<file path="src/rtl/alu_wide_sequencer.sv">
// Multi-precision sequencer around a 16-bit combinational ALU: accepts one wide
// operation, issues it LSW first with carry chaining, and holds the wide result until accepted.
module alu_wide_sequencer #(
  parameter int WORDS = 4
) (
  input  logic                clk,
  input  logic                rst_n,
  input  logic                in_valid,
  output logic                in_ready,
  input  logic [16*WORDS-1:0] op_a,
  input  logic [16*WORDS-1:0] op_b,
  input  logic [3:0]          op_select,
  input  logic                op_mode,
  input  logic                op_carry_in,
  output logic [15:0]         alu_in_a,
  output logic [15:0]         alu_in_b,
  output logic [3:0]          alu_select,
  output logic                alu_mode,
  output logic                alu_carry_in,
  input  logic [15:0]         alu_out,
  input  logic                alu_carry_out,
  input  logic                alu_compare,
  output logic                out_valid,
  input  logic                out_ready,
  output logic [16*WORDS-1:0] result,
  output logic                carry_out,
  output logic                equal,
  output logic                zero
);

  localparam int W     = 16 * WORDS;
  localparam int IDX_W = (WORDS > 1) ? $clog2(WORDS) : 1;
  localparam logic [IDX_W-1:0] LAST_IDX = IDX_W'(WORDS - 1);

  typedef enum logic [1:0] {IDLE, RUN, DONE} state_t;

  state_t           state_reg, state_next;
  logic [W-1:0]     a_reg, b_reg, result_reg;
  logic [3:0]       select_reg;
  logic             mode_reg;
  logic             carry_reg;
  logic             eq_reg;
  logic             zero_reg;
  logic [IDX_W-1:0] idx_reg;

  logic [15:0]      a_words [WORDS];
  logic [15:0]      b_words [WORDS];
  logic [W-1:0]     result_merged;
  logic             accept;
  logic             run_last;

  // Word views of the latched operands, and the result with the current ALU word merged in.
  for (genvar gi = 0; gi < WORDS; gi++) begin : g_words
    assign a_words[gi] = a_reg[gi*16 +: 16];
    assign b_words[gi] = b_reg[gi*16 +: 16];
    assign result_merged[gi*16 +: 16] =
      (idx_reg == IDX_W'(gi)) ? alu_out : result_reg[gi*16 +: 16];
  end

  assign in_ready = rst_n && (state_reg == IDLE);
  assign accept   = in_valid && in_ready;
  assign run_last = (idx_reg == LAST_IDX);

  always_comb begin
    state_next = state_reg;
    case (state_reg)
      IDLE:    if (accept)    state_next = RUN;
      RUN:     if (run_last)  state_next = DONE;
      DONE:    if (out_ready) state_next = IDLE;
      default:                state_next = IDLE;
    endcase
  end

  always_ff @(posedge clk or negedge rst_n) begin
    if (!rst_n) begin
      state_reg  <= IDLE;
      a_reg      <= '0;
      b_reg      <= '0;
      select_reg <= '0;
      mode_reg   <= 1'b0;
      carry_reg  <= 1'b0;
      eq_reg     <= 1'b0;
      zero_reg   <= 1'b0;
      result_reg <= '0;
      idx_reg    <= '0;
    end else begin
      state_reg <= state_next;
      case (state_reg)
        IDLE: begin
          if (accept) begin
            a_reg      <= op_a;
            b_reg      <= op_b;
            select_reg <= op_select;
            mode_reg   <= op_mode;
            carry_reg  <= op_carry_in;
            eq_reg     <= 1'b1;
            result_reg <= '0;
            idx_reg    <= '0;
          end
        end
        RUN: begin
          result_reg <= result_merged;
          // The ALU already reports borrow for subtract selects, so chain it unmodified.
          carry_reg  <= alu_carry_out;
          eq_reg     <= eq_reg & alu_compare;
          if (run_last) zero_reg <= (result_merged == '0);
          else          idx_reg  <= idx_reg + 1'b1;
        end
        default: ;
      endcase
    end
  end

  assign alu_in_a     = (state_reg == RUN) ? a_words[idx_reg] : a_words[0];
  assign alu_in_b     = (state_reg == RUN) ? b_words[idx_reg] : b_words[0];
  assign alu_select   = select_reg;
  assign alu_mode     = mode_reg;
  assign alu_carry_in = carry_reg;

  assign out_valid = (state_reg == DONE);
  assign result    = result_reg;
  assign carry_out = carry_reg;
  assign equal     = eq_reg;
  assign zero      = zero_reg;

endmodule
</file>
<file path="config.mk">
export PLATFORM = sky130hd
export DESIGN_NAME = alu_wide_sequencer
export DESIGN_NICKNAME = d
export VERILOG_FILES = /design/src/rtl/alu_wide_sequencer.sv
export SDC_FILE = /design/constraint.sdc
export NUM_CORES = 1
export LEC_CHECK = 0
export CAP_MARGIN = 5
export CORE_MARGIN = 4
export CORE_UTILIZATION = 44
export CTS_BUF_LIST = sky130_fd_sc_hd__clkbuf_8
export CTS_CLUSTER_DIAMETER = 100
export DETAILED_ROUTE_END_ITERATION = 7
export HOLD_SLACK_MARGIN = 0.1
export PLACE_DENSITY = 0.74
export SETUP_SLACK_MARGIN = 0.1
export SLEW_MARGIN = 20
export SYNTH_ARGS = -nofsm -noshare
export SYNTH_HDL_FRONTEND = slang
export SYNTH_SLANG_ARGS = --single-unit
</file>
<file path="constraint.sdc">
create_clock -name clk -period 2.9 [get_ports clk]
set_input_delay 0.87 -clock clk [delete_from_list [all_inputs] [get_ports clk]]
set_output_delay 0.87 -clock clk [all_outputs]
set_load 0.005 [all_outputs]
</file>
---- Word-level counts from Yosys, hierarchy flattened ----
Cells that the tools add are included.
operators by class
  add/subtract/negate cells ............... 1
  order comparisons ....................... 1
  equal/unequal tests ..................... 9
  multiplexer cells ....................... 25
  bitwise logic cells ..................... 2
  reduce and logical (&&, ||, !) cells .... 11
operator list
  cell                                                   number
  two-way mux 16 bit                                     10
  one-hot mux 64 bit (2 select lines)                    1
  binary-select mux 16 bit (select 2 bit)                2
  zero test 64 bit                                       1
  two-way mux 64 bit                                     1
  two-way mux 2 bit                                      5
  equality test 2 bit, second input constant             3
  inequality test 2 bit, second input constant           3
  one-hot mux 2 bit (3 select lines)                     1
  AND reduction 2 bit                                    3
  AND reduction 3 bit                                    2
  equality test 2 x 1 -> 1 bit, second input constant    2
  zero test 2 bit                                        2
  one-hot mux 1 bit (2 select lines)                     2
  one-hot mux 2 bit (2 select lines)                     1
  >= comparator 3 bit, second input constant             1
  inverter 2 -> 3 bit                                    1
  adder 2 x 1 -> 2 bit, second input constant            1
  logical AND 1 bit                                      2
  two-way mux 1 bit                                      2
  inequality test 2 x 1 -> 1 bit, second input constant  1
  nonzero test 2 bit                                     1
  bitwise AND 1 bit                                      1
word-level totals
  register bits ........................... 204
  bits of input ports ..................... 156
  output and inout port bits .............. 107
  word-level logic and storage cells ...... 59

---- Logic depth before layout (Yosys ltp) ----
Gate-level depths: netlist (run 1).
  word-level depth ........................ 5
  mapped depth ............................ 10
  mapped depth without buffers ............ 7

---- Worst setup path before layout (run 1) ----
Ideal clock, no wire load.
  path type ............................... reg2reg
  from .................................... register idx_reg[1]
  to ...................................... register zero_reg (netlist: zero)
  library setup time ...................... 68 ps
  arrival time ............................ 2,360 ps
  data required time ...................... 2,832 ps
  slack ................................... 472 ps
  stages on the path, launching flop included .. 10
  path buffers ............................ 3
  clock period less this slack ............ 2,428 ps
  cell sequence ........................... dfrtp_1 > buf_2 > inv_2 > clkbuf_1 > ha_1 > clkbuf_1 > o21ai_0 > or4_1 > nor4_1 > a32o_1
between the ends
  word-level cells in the longest chain between the ends .. 3
  elaborated cells on any way between the ends .. 10
  classes of those cells .................. eq/ne (3); mux (4); reduce/logical (3)
ends and longest elaborated chain
  element                                                     line  source
  from (decl)                                                 44    logic [IDX_W-1:0] idx_reg;
  from (signal assigned)                                      107   else idx_reg <= idx_reg + 1'b1;
  equality test 2 x 1 -> 1 bit, or another cell as far along  57    (idx_reg == IDX_W'(gi)) ? alu_out : result_reg[gi*16 +: 16];
  two-way mux 16 bit                                          57
  zero test 64 bit                                            106   if (run_last) zero_reg <= (result_merged == '0);
  to (signal assigned)                                        106
  to (decl)                                                   43    logic zero_reg;
Parallel ways exist; a longest one is shown, timed or not.
A chain may end at the register's enable or synchronous reset.

---- Final worst setup path (run 1) ----
  from .................................... register state_reg[1]
  to ...................................... output alu_in_b[0]
between the ends
  word-level cells in the longest chain between the ends .. 2
ends and longest elaborated chain
  element                       line  source
  from (decl)                   37    state_t state_reg, state_next;
  from (signal assigned)        87    state_reg <= state_next;
  equality test 2 x 1 -> 1 bit  115   assign alu_in_b = (state_reg == RUN) ? b_words[idx_reg] : b_words[0];
  two-way mux 16 bit            115
  to (decl)                     16    output logic [15:0] alu_in_b,
Every way passes these cells.

==> results_tabular.tex, run 1 <==
\begin{tabular}{lr}
\hline
Metric & Value \\
\hline
\multicolumn{2}{l}{\textbf{Synthesis}} \\
Share of synthesized flip-flops with an asynchronous set or reset & 1.00 \\
Synth Register Bits & 204 \\
Library cells used by synthesis & 36 \\
Share of the synthesized area in the top cell type & 0.546 \\
Largest cells by area after synthesis & sky130\_fd\_sc\_hd\_\_dfrtp\_1, sky130\_fd\_sc\_hd\_\_nand2\_1, sky130\_fd\_sc\_hd\_\_mux2\_2 \\
Yosys warnings & 0 \\
Combined area of all synthesized cells & 9350 um2 \\
EDFF count, synth & 0 \\
Post-synth top flop & sky130\_fd\_sc\_hd\_\_dfrtp\_1 \\
Most instantiated cells after synthesis & sky130\_fd\_sc\_hd\_\_nand2\_1, sky130\_fd\_sc\_hd\_\_dfrtp\_1, sky130\_fd\_sc\_hd\_\_nand3\_1, sky130\_fd\_sc\_hd\_\_clkbuf\_1, sky130\_fd\_sc\_hd\_\_a21oi\_1 \\
Top-count cell post-synth & sky130\_fd\_sc\_hd\_\_nand2\_1 \\
Number of nets in the synthesized netlist & 1281 \\
Largest area contributor in the netlist & sky130\_fd\_sc\_hd\_\_dfrtp\_1 \\
Number of cells produced by synthesis & roughly 1100 \\
Portion of the post-synthesis area used by sequential elements & 0.546 \\
Average size of a mapped cell & 8.34 um2 \\
\multicolumn{2}{l}{\textbf{Power and ir drop}} \\
Pwr/cell area & 1100 nW/um2 \\
Portion of total power attributed to the clock network & 0.178 \\
Worst IR Drop VDD & 481 uV \\
Standby leakage power & 6.74 nW \\
Sequential Power Share & 0.329 \\
Net switching fraction of the power & 0.378 \\
Net switching power figure & between 5 and 6 mW \\
Gate power share & 0.493 \\
Power Internal & 9.41 mW \\
\multicolumn{2}{l}{\textbf{Final layout}} \\
Net total in the final layout & 1568 \\
Area growth syn-to-layout & 47.3\% \\
Layout cells sized above 1 & 0.156 \\
FILL cells & around 1800 \\
Share of the core filled with cells in the final layout & 0.657 \\
\multicolumn{2}{l}{\textbf{Timing}} \\
Worst-Margin Slew & 809 ps \\
Setup repair after global routing missed its margin & yes \\
Rel. slew slack & 0.461 \\
Hold Violations, Final & 0 \\
Max-slew violation total from the final report & 0 \\
Clock Skew & between 15 and 20 ps \\
Share of the cycle needed by the critical path after routing & 1.01 \\
Final Worst Setup Slack & -16.3 ps \\
Number of failing setup endpoints in the final timing report & 3 \\
Final critical delay including setup and external delays & 2920 ps \\
Maximum clock rate & between 300 and 400 MHz \\
\multicolumn{2}{l}{\textbf{CTS}} \\
Clock latency at the later pin of the worst-skew pair & 520 ps \\
Root cell of the clock tree & sky130\_fd\_sc\_hd\_\_clkbuf\_8 \\
TritonCTS Buffers & 37 \\
Max clock buf depth & 3 \\
Number of hold buffers added after cts & 0 \\
Clock tree from TritonCTS & yes \\
Number of levels the H-tree was split into & 2 \\
CTS sink count & 204 \\
Clock transition at path regs & 60 ps \\
\multicolumn{2}{l}{\textbf{Route}} \\
Remaining DRCs & 0 \\
Detailed-routing iteration count for the pre-antenna-repair pass & 7 \\
Post-DRT Antenna Nets & 0 \\
WL/cell & 18.8 um \\
Post-detailed-routing wire length & between 30 and 40 mm \\
Avg Vias per Cell & around 5.4 \\
Vias & about 9200 \\
Number of DRC violations after detailed-routing iteration 0 & 757 \\
\multicolumn{2}{l}{\textbf{Global route}} \\
Number of antenna violations at the first check in global routing & 3 \\
GRT Resource Usage Total & 0.262 \\
Congestion Overflow GR & 0 \\
Via count of the first global-routing pass & 9057 \\
Pin count of the biggest net entering global routing & 144 \\
Wire length of the first global-routing pass & 49.5 mm \\
\multicolumn{2}{l}{\textbf{Run status}} \\
Violations in the final reports & setup timing \\
Outcome & complete, but fails checks \\
\multicolumn{2}{l}{\textbf{Critical path}} \\
Required time of the critical path & 2030 ps \\
Reg-to-Reg Start & idx\_reg[0] \\
Highest net fanout along the worst path & 6 \\
Crit path capture type & output pin \\
Cell count of the worst reg-to-reg path & 8 \\
R2R Path End & zero \\
Type of the setup path with the least slack & register to output pin \\
Worst Setup Start Kind & register \\
Reg-to-reg setup timing slack & 320 ps \\
Arrival time worst endpoint & 2050 ps \\
\multicolumn{2}{l}{\textbf{Floorplan}} \\
Die footprint & 23600 um2 \\
Floorplan die width & 154 um \\
Die outline height & 154 um \\
Top-Level Pins & 263 \\
Core Box Area & 21000 um2 \\
Starting density of the core & 0.446 \\
Std-Cell Rows & 53 \\
\multicolumn{2}{l}{\textbf{Worst hold path}} \\
Worst min-delay path startpoint & b\_reg[40] \\
Min-Delay Path Class & register to register \\
Hold path endpoint & b\_reg[40] \\
Number of instances on the worst hold path & 2 \\
\multicolumn{2}{l}{\textbf{Run}} \\
Max-Cap Viols & 0 \\
\multicolumn{2}{l}{\textbf{Placed design}} \\
DP Wirelength & 19.9 mm \\
Setup Slack @ Placement & about 21 ps \\
Last weighted congestion value of the routability-driven placer & 0.910 \\
Number of buffers inserted by port buffering & 262 \\
\hline
\end{tabular}
per-layer routing:
metal	share of wire	routed length (um)	track usage	up-vias
met5	0	0	0	-
met4	0.036	1150	0.106	0
met3	0.091	2940	0.0619	88
met2	0.46	14900	0.408	450
met1	0.41	13200	0.355	4391
li1	-	-	-	4284
through the flow:
| step | TNS [ps] | hold WS [ps] | instances | cell area [um2] | total power [mW] |
|---|---|---|---|---|---|
| 6_report | -23.0 | 466 | 1713 | 13800 | 15.1 |
| 5_1_grt | -870 | 480 | 1712 | 13800 | 16.1 |
| 4_1_cts | -19.3 | 471 | 1707 | 13600 | 14.8 |
| 3_5_place_dp | 0 | 457 | 1613 | 12400 | 11.4 |
| 3_3_place_gp | -12.1 | 451 | 1613 | 12400 | 11.2 |
| 2_1_floorplan | 0 | 440 | 1121 | 9350 | 8.04 |
layout by cell type, fill, tap and decap left out, types with 5 or more instances in the layout:
cell,instances
sky130_fd_sc_hd__a21oi_1,29
sky130_fd_sc_hd__a21oi_2,6
sky130_fd_sc_hd__buf_12,16
sky130_fd_sc_hd__buf_16,6
sky130_fd_sc_hd__buf_2,27
sky130_fd_sc_hd__buf_4,32
sky130_fd_sc_hd__clkbuf_2,5
sky130_fd_sc_hd__clkbuf_8,50
sky130_fd_sc_hd__clkdlybuf4s50_1,227
sky130_fd_sc_hd__dfrtp_1,203
sky130_fd_sc_hd__inv_1,18
sky130_fd_sc_hd__mux2_2,32
sky130_fd_sc_hd__nand2_1,520
sky130_fd_sc_hd__nand3_1,69
sky130_fd_sc_hd__nor2_1,12
sky130_fd_sc_hd__nor3_1,7
sky130_fd_sc_hd__nor4_1,14
sky130_fd_sc_hd__o21ai_0,14
sky130_fd_sc_hd__o21ai_1,29
sky130_fd_sc_hd__o22ai_1,10
sky130_fd_sc_hd__o22ai_2,20
sky130_fd_sc_hd__or3_1,29
sky130_fd_sc_hd__or4_1,5
cells by family (layout without fill, tap and decap cells):
kind of cell / count (synthesis) / in the layout / synth area share
fa+ha+maj: 4 / 4 / 0.00535
compound gates: 122 / 122 / 0.0727
mux: 34 / 34 / 0.0407
other cells: 0 / 4 / 0
simple gates: 674 / 674 / 0.300
buf+inv: 83 / 396 / 0.0351
flops: 204 / 204 / 0.546
timing repair:
item	CTS	global route
endpoints found under the setup margin	33	33
resized for setup	138	62
setup buffers	21	0
pin swaps	4	18
cloned	8	2
layout make-up:
class	instances	area [um2]	share of cell area
clock inverters	16	63.8	0.00463
inverters	5	18.8	0.00136
repair buffers	326	3380	0.246
flip-flops and latches	204	5110	0.371
well taps	275	344	0.0250
multi-input cells	834	4170	0.303
clock buffers	49	674	0.0490
diodes	4	10.0	0.000727
how the worst max path moves through the flow:
stage                     depth (start not counted)      endpoint  slack [ps]          from
after floorplan                                   9          zero         470    idx_reg[1]
final                                             9   alu_in_b[0]         -20  state_reg[1]
after global placement                            3      in_ready         -10         rst_n
after global routing                              9   alu_in_b[0]         -90  state_reg[1]
after CTS                                         7  alu_in_b[10]          -8  state_reg[1]
after detailed placement                          3      in_ready          20         rst_n
power groups by stage:
| stage | Clock, mW | Sequential [mW] | Combinational (mW) |
|---|---|---|---|
| after floorplan | 0 | 4.76 | 3.28 |
| after global placement | 0 | 4.92 | 6.31 |
| after detailed placement | 0 | 4.96 | 6.42 |
| after CTS | 2.74 | 4.94 | 7.17 |
| after global routing | 2.87 | 5.14 | 8.10 |
| final | 2.69 | 4.98 | 7.45 |
critical path, stage by stage (launching register included):
cell and delay (ps):
sky130_fd_sc_hd__dfrtp_1 390, sky130_fd_sc_hd__buf_4 150, sky130_fd_sc_hd__nor2b_4 120, sky130_fd_sc_hd__buf_6 140, sky130_fd_sc_hd__nand2_8 80, sky130_fd_sc_hd__buf_16 170
sky130_fd_sc_hd__buf_4 150, sky130_fd_sc_hd__o22ai_2 120, sky130_fd_sc_hd__a21oi_1 60, sky130_fd_sc_hd__buf_2 130
Note: power is estimated with default switching activity, not from simulation.
==> inputs of run 2 (changes only) <==
--- a/config.mk
+++ b/config.mk
@@ -11,8 +11,9 @@
 export CTS_BUF_LIST = sky130_fd_sc_hd__clkbuf_8
 export CTS_CLUSTER_DIAMETER = 100
 export DETAILED_ROUTE_END_ITERATION = 7
+export DONT_BUFFER_PORTS = 1
 export HOLD_SLACK_MARGIN = 0.1
-export PLACE_DENSITY = 0.74
+export PLACE_DENSITY = 0.68
 export SETUP_SLACK_MARGIN = 0.1
 export SLEW_MARGIN = 20
 export SYNTH_ARGS = -nofsm -noshare
==> results_tabular.tex, run 2 (synthesis gave the netlist of run 1 again) <==
\begin{tabular}{lr}
\hline
Metric & Value \\
\hline
\multicolumn{2}{l}{\textbf{Global route}} \\
Number of antenna violations at the first check in global routing & 0 \\
Met1 usage in global routing & 0.302 \\
Via count of the first global-routing pass & 7669 \\
Wire length of the first global-routing pass & around 43 mm \\
Pin count of the biggest net entering global routing & 206 \\
Global route hottest layer & met2 \\
GRT Resource Usage Total & 0.221 \\
Congestion Overflow GR & 0 \\
Met2 demand-to-capacity share in global routing & 0.341 \\
Met3 demand-to-capacity share in global routing & 0.0701 \\
\multicolumn{2}{l}{\textbf{Critical path}} \\
Reg-to-Reg Start & idx\_reg[0] \\
Worst Setup Start Kind & register \\
Reg-to-reg setup timing slack & 550 ps \\
Cell count of the worst reg-to-reg path & 7 \\
Type of the setup path with the least slack & register to output pin \\
Arrival time worst endpoint & 1830 ps \\
R2R Path End & zero \\
Required time of the critical path & 2030 ps \\
Highest net fanout along the worst path & 25 \\
Crit path capture type & output pin \\
\multicolumn{2}{l}{\textbf{Placed design}} \\
DP Wirelength & 17.6 mm \\
Last weighted congestion value of the routability-driven placer & 0.862 \\
Number of buffers inserted by port buffering & 0 \\
\multicolumn{2}{l}{\textbf{Timing}} \\
Rel. slew slack & 0.523 \\
Worst hold slack after final layout & 47.4 ps \\
Worst-Margin Slew & $\sim$720 ps \\
Hold Violations, Final & 0 \\
Number of failing setup endpoints in the final timing report & 0 \\
Maximum clock rate & about 370 MHz \\
Setup repair after global routing missed its margin & yes \\
Clock Skew & 16.3 ps \\
Max-slew violation total from the final report & 0 \\
Final critical delay including setup and external delays & between 2000 and 3000 ps \\
Total Neg Setup Slack & 0 ps \\
Share of the cycle needed by the critical path after routing & 0.931 \\
\multicolumn{2}{l}{\textbf{Worst hold path}} \\
Min-Delay Path Class & primary input to async pin \\
\multicolumn{2}{l}{\textbf{Final layout}} \\
Area growth syn-to-layout & 11.1\% \\
Highest-count cells in the layout ignoring fill and taps & sky130\_fd\_sc\_hd\_\_nand2\_1, sky130\_fd\_sc\_hd\_\_dfrtp\_1, sky130\_fd\_sc\_hd\_\_nand3\_1 \\
Layout cells sized above 1 & 0.104 \\
Net total in the final layout & 1263 \\
ANT cells & 0 \\
Most frequent standard cell in the layout excluding fill and tap cells & sky130\_fd\_sc\_hd\_\_nand2\_1 \\
\multicolumn{2}{l}{\textbf{Floorplan}} \\
Die outline height & 154 um \\
Top-Level Pins & 263 \\
Starting density of the core & 0.446 \\
Floorplan die width & 154 um \\
Core Box Area & about 21000 um2 \\
Std-Cell Rows & between 50 and 60 \\
Die footprint & 23600 um2 \\
\multicolumn{2}{l}{\textbf{CTS}} \\
Root cell of the clock tree & sky130\_fd\_sc\_hd\_\_clkbuf\_8 \\
CTS sink count & about 200 \\
Clock tree from TritonCTS & yes \\
Clock latency at the later pin of the worst-skew pair & between 500 and 600 ps \\
Post-CTS setup repair buffer count & 0 \\
TritonCTS Buffers & 36 \\
Max clock buf depth & 3 \\
Clock transition at path regs & 60 ps \\
Number of levels the H-tree was split into & 2 \\
\multicolumn{2}{l}{\textbf{Run}} \\
Max-Cap Viols & 0 \\
\multicolumn{2}{l}{\textbf{Route}} \\
Remaining DRCs & 0 \\
Post-DRT Antenna Nets & 0 \\
Post-detailed-routing wire length & 26.7 mm \\
Detailed-routing iteration count for the pre-antenna-repair pass & 5 \\
WL/cell & 19.1 um \\
Vias & slightly below 8000 \\
Number of DRC violations after detailed-routing iteration 0 & 586 \\
Avg Vias per Cell & 5.53 \\
\multicolumn{2}{l}{\textbf{Power and ir drop}} \\
Worst IR Drop VDD & roughly 520 uV \\
Pwr/cell area & 1160 nW/um2 \\
Standby leakage power & 5.25 nW \\
\multicolumn{2}{l}{\textbf{Run status}} \\
Outcome & completed \\
\hline
\end{tabular}
run 2: cell type report:
cell class / instances / area [um2]
clock inverters: 14 / 85.1
fillers: 2000 / 10600
repair buffers: 22 / 268
flip-flops and latches: 204 / 5110
clock buffers: 43 / 592
multi-input cells: 834 / 3970
well taps: 275 / 344
inverters: 5 / 18.8
run 2: how the worst max path moves through the flow:
stage	startpoint	end	depth (start not counted)
after global placement	state_reg[0]	alu_in_b[7]	5
after global routing	state_reg[1]	alu_in_a[15]	5
final	state_reg[1]	alu_in_b[2]	5
after CTS	idx_reg[1]	alu_in_b[7]	5
after detailed placement	idx_reg[0]	zero	7
after floorplan	idx_reg[1]	zero	9
run 2: critical path: stages, from the launching register on:
cell	delay [ps]
sky130_fd_sc_hd__dfrtp_2	440
sky130_fd_sc_hd__nand2b_4	160
sky130_fd_sc_hd__buf_6	170
sky130_fd_sc_hd__or3_1	330
sky130_fd_sc_hd__o21ai_0	110
sky130_fd_sc_hd__a21oi_2	100
run 2: per-layer routing:
layer,part of all wire,vias up,routed length (um)
met4,0.026,0,704
met1,0.42,3672,11200
met2,0.46,352,12300
li1,-,3648,-
met5,0,-,0
met3,0.093,60,2480
run 2: timing repair:
item | CTS | global route
endpoints found under the hold margin | 204 | 204
pin swaps | 0 | 5
gates resized for setup | 2 | 15
setup endpoints to repair | 19 | 32
run 2: stage by stage:
stage,utilization,setup WS [ps],instances,cell area (um2),power [mW]
final,0.496,200,1397,10400,12.0
after global routing,0.496,81.1,1397,10400,13.0
after CTS,0.493,92.3,1397,10300,12.1
after detailed placement,0.460,571,1340,9640,9.42
after global placement,0.460,595,1340,9640,9.30
after floorplan,-,472,1121,9350,8.04
run 2: where the power goes:
group | internal [mW] | leakage [nW] | total [mW] | switching [mW]
logic | 1.76 | 2.28 | 4.45 | 2.70
clock network | 1.42 | 0.390 | 2.56 | 1.14
registers | 4.11 | 2.58 | 5.04 | 0.927
==> inputs of run 3 (changes only) <==
--- a/config.mk
+++ b/config.mk
@@ -6,7 +6,7 @@
 export NUM_CORES = 1
 export LEC_CHECK = 0
 export CAP_MARGIN = 5
-export CORE_MARGIN = 4
+export CORE_ASPECT_RATIO = 1.25
 export CORE_UTILIZATION = 44
 export CTS_BUF_LIST = sky130_fd_sc_hd__clkbuf_8
 export CTS_CLUSTER_DIAMETER = 100
==> results_tabular.tex, run 3 (synthesis gave the netlist of run 1 again) <==
\begin{tabular}{lr}
\hline
Metric & Value \\
\hline
\multicolumn{2}{l}{\textbf{Run status}} \\
Outcome & completed \\
\multicolumn{2}{l}{\textbf{Route}} \\
Detailed-routing iteration count for the pre-antenna-repair pass & 5 \\
Remaining DRCs & 0 \\
Post-detailed-routing wire length & approximately 26 mm \\
Post-DRT Antenna Nets & 0 \\
WL/cell & 18.8 um \\
Number of DRC violations after detailed-routing iteration 0 & 443 \\
Avg Vias per Cell & between 5 and 6 \\
Vias & between 7000 and 8000 \\
\multicolumn{2}{l}{\textbf{Floorplan}} \\
Starting density of the core & 0.449 \\
Floorplan die width & $\sim$130 um \\
Die footprint & $\sim$22000 um2 \\
Std-Cell Rows & 59 \\
Die outline height & 165 um \\
Top-Level Pins & 263 \\
Core Box Area & 20800 um2 \\
\multicolumn{2}{l}{\textbf{CTS}} \\
Number of levels the H-tree was split into & 2 \\
Clock transition at path regs & $\sim$70 ps \\
Max clock buf depth & 3 \\
TritonCTS Buffers & 36 \\
Clock latency at the later pin of the worst-skew pair & around 520 ps \\
Root cell of the clock tree & sky130\_fd\_sc\_hd\_\_clkbuf\_8 \\
Clock tree from TritonCTS & yes \\
CTS sink count & 204 \\
\multicolumn{2}{l}{\textbf{Timing}} \\
Worst-Margin Slew & 807 ps \\
Rel. slew slack & 0.462 \\
Final critical delay including setup and external delays & 2710 ps \\
Number of failing setup endpoints in the final timing report & 0 \\
Max-slew violation total from the final report & 0 \\
Total Neg Setup Slack & 0 ps \\
Clock Skew & 18.5 ps \\
Final Worst Setup Slack & 192 ps \\
Maximum clock rate & 369 MHz \\
Setup repair after global routing missed its margin & no \\
Hold Violations, Final & 0 \\
Share of the cycle needed by the critical path after routing & 0.934 \\
\multicolumn{2}{l}{\textbf{Global route}} \\
Congestion Overflow GR & 0 \\
GRT Resource Usage Total & 0.237 \\
Wire length of the first global-routing pass & 40.9 mm \\
Number of antenna violations at the first check in global routing & 0 \\
Via count of the first global-routing pass & 7638 \\
Pin count of the biggest net entering global routing & 206 \\
\multicolumn{2}{l}{\textbf{Critical path}} \\
Arrival time worst endpoint & 1840 ps \\
Highest net fanout along the worst path & 36 \\
Worst setup path startpoint & state\_reg[1] \\
Type of the setup path with the least slack & register to output pin \\
Crit path capture type & output pin \\
Worst Setup Start Kind & register \\
Reg-to-Reg Start & idx\_reg[1] \\
Required time of the critical path & 2030 ps \\
\multicolumn{2}{l}{\textbf{Final layout}} \\
Layout cells sized above 1 & 0.103 \\
Area growth syn-to-layout & 11.9\% \\
Net total in the final layout & 1261 \\
Most frequent standard cell in the layout excluding fill and tap cells & sky130\_fd\_sc\_hd\_\_nand2\_1 \\
Highest-count cells in the layout ignoring fill and taps & sky130\_fd\_sc\_hd\_\_nand2\_1, sky130\_fd\_sc\_hd\_\_dfrtp\_1, sky130\_fd\_sc\_hd\_\_nand3\_1 \\
ANT cells & 0 \\
Layout Cell Area excl Fill & 10500 um2 \\
FILL cells & 2033 \\
\multicolumn{2}{l}{\textbf{Placed design}} \\
DP Wirelength & 16.7 mm \\
Post-DP Area & 9600 um2 \\
Setup Slack @ Placement & 502 ps \\
Number of buffers inserted by port buffering & 0 \\
Last weighted congestion value of the routability-driven placer & around 0.92 \\
\multicolumn{2}{l}{\textbf{Worst hold path}} \\
Min-Delay Path Class & primary input to async pin \\
\multicolumn{2}{l}{\textbf{Power and ir drop}} \\
Total power after layout & 12.2 mW \\
Pwr/cell area & about 1200 nW/um2 \\
Standby leakage power & 5.30 nW \\
Worst IR Drop VDD & 487 uV \\
\multicolumn{2}{l}{\textbf{Run}} \\
Max-Cap Viols & 0 \\
\hline
\end{tabular}
run 3: cell count changes in the layout (fill, tap and decap cells not counted), sizes merged:
cell | before | now
clkbuf | 43 | 49
buf | 22 | 19
clkinv | 2 | 4
run 3: path summary, 6_finish.rpt:
| path | to | slack (ps) | cells after the start |
|---|---|---|---|
| setup / recovery | alu_in_a[3] | 190 | 5 |
| hold / removal | result[12] | 50 | 0 |
| setup reg to reg | zero | 650 | 6 |
| hold reg to reg | a_reg[49] | 470 | 2 |
| max in group asynchronous | b_reg[19] | 2560 | 0 |
| min in group clk | a_reg[22] | 460 | 2 |
run 3: critical path: stages, from the launching register on:
cell                       delay, ps
sky130_fd_sc_hd__dfrtp_1         430
sky130_fd_sc_hd__nand2b_4        170
sky130_fd_sc_hd__buf_12          160
sky130_fd_sc_hd__or3_1           340
sky130_fd_sc_hd__o21ai_0          90
sky130_fd_sc_hd__a21oi_1         120
run 3: layout make-up:
class                      count  area [um2]  share of cell area
timing repair buffer          20         287              0.0274
clock buffer                  48         661              0.0632
clock inverter                16        95.1             0.00909
tap                          274         343              0.0328
multi-input combinational    834        3950               0.378
sequential                   204        5110               0.488
inverter                       5        18.8             0.00179
run 3: layer usage:
| layer | global-route usage | routed length [um] | share of wire | vias up |
|---|---|---|---|---|
| li1 | - | - | - | 3653 |
| met2 | 0.398 | 12800 | 0.49 | 361 |
| met4 | 0.103 | 824 | 0.031 | 0 |
| met5 | 0 | 0 | 0 | - |
| met3 | 0.0746 | 2520 | 0.096 | 57 |
| met1 | 0.281 | 10100 | 0.38 | 3681 |
run 3: where the power goes:
group          total, mW  switching, mW  internal, mW  leakage, nW
registers           5.05          0.938          4.11         2.58
clock network       2.74           1.18          1.57        0.434
logic               4.43           2.66          1.77         2.29
run 3: through the flow:
stage	std cells	hold WS [ps]	utilization
after floorplan	1121	440	-
after global placement	1334	453	0.461
after detailed placement	1334	457	0.461
after CTS	1398	11.6	0.498
after global routing	1401	22.6	0.503
final	1401	47.0	0.503
run 3: what timing repair did:
item | in CTS | in global routing
resized for setup | 3 | 14
hold endpoints to repair | 204 | 204
buffers inserted | 0 | 2
gates cloned | 0 | 1
pin swaps | 0 | 4
setup endpoints to repair | 29 | 30
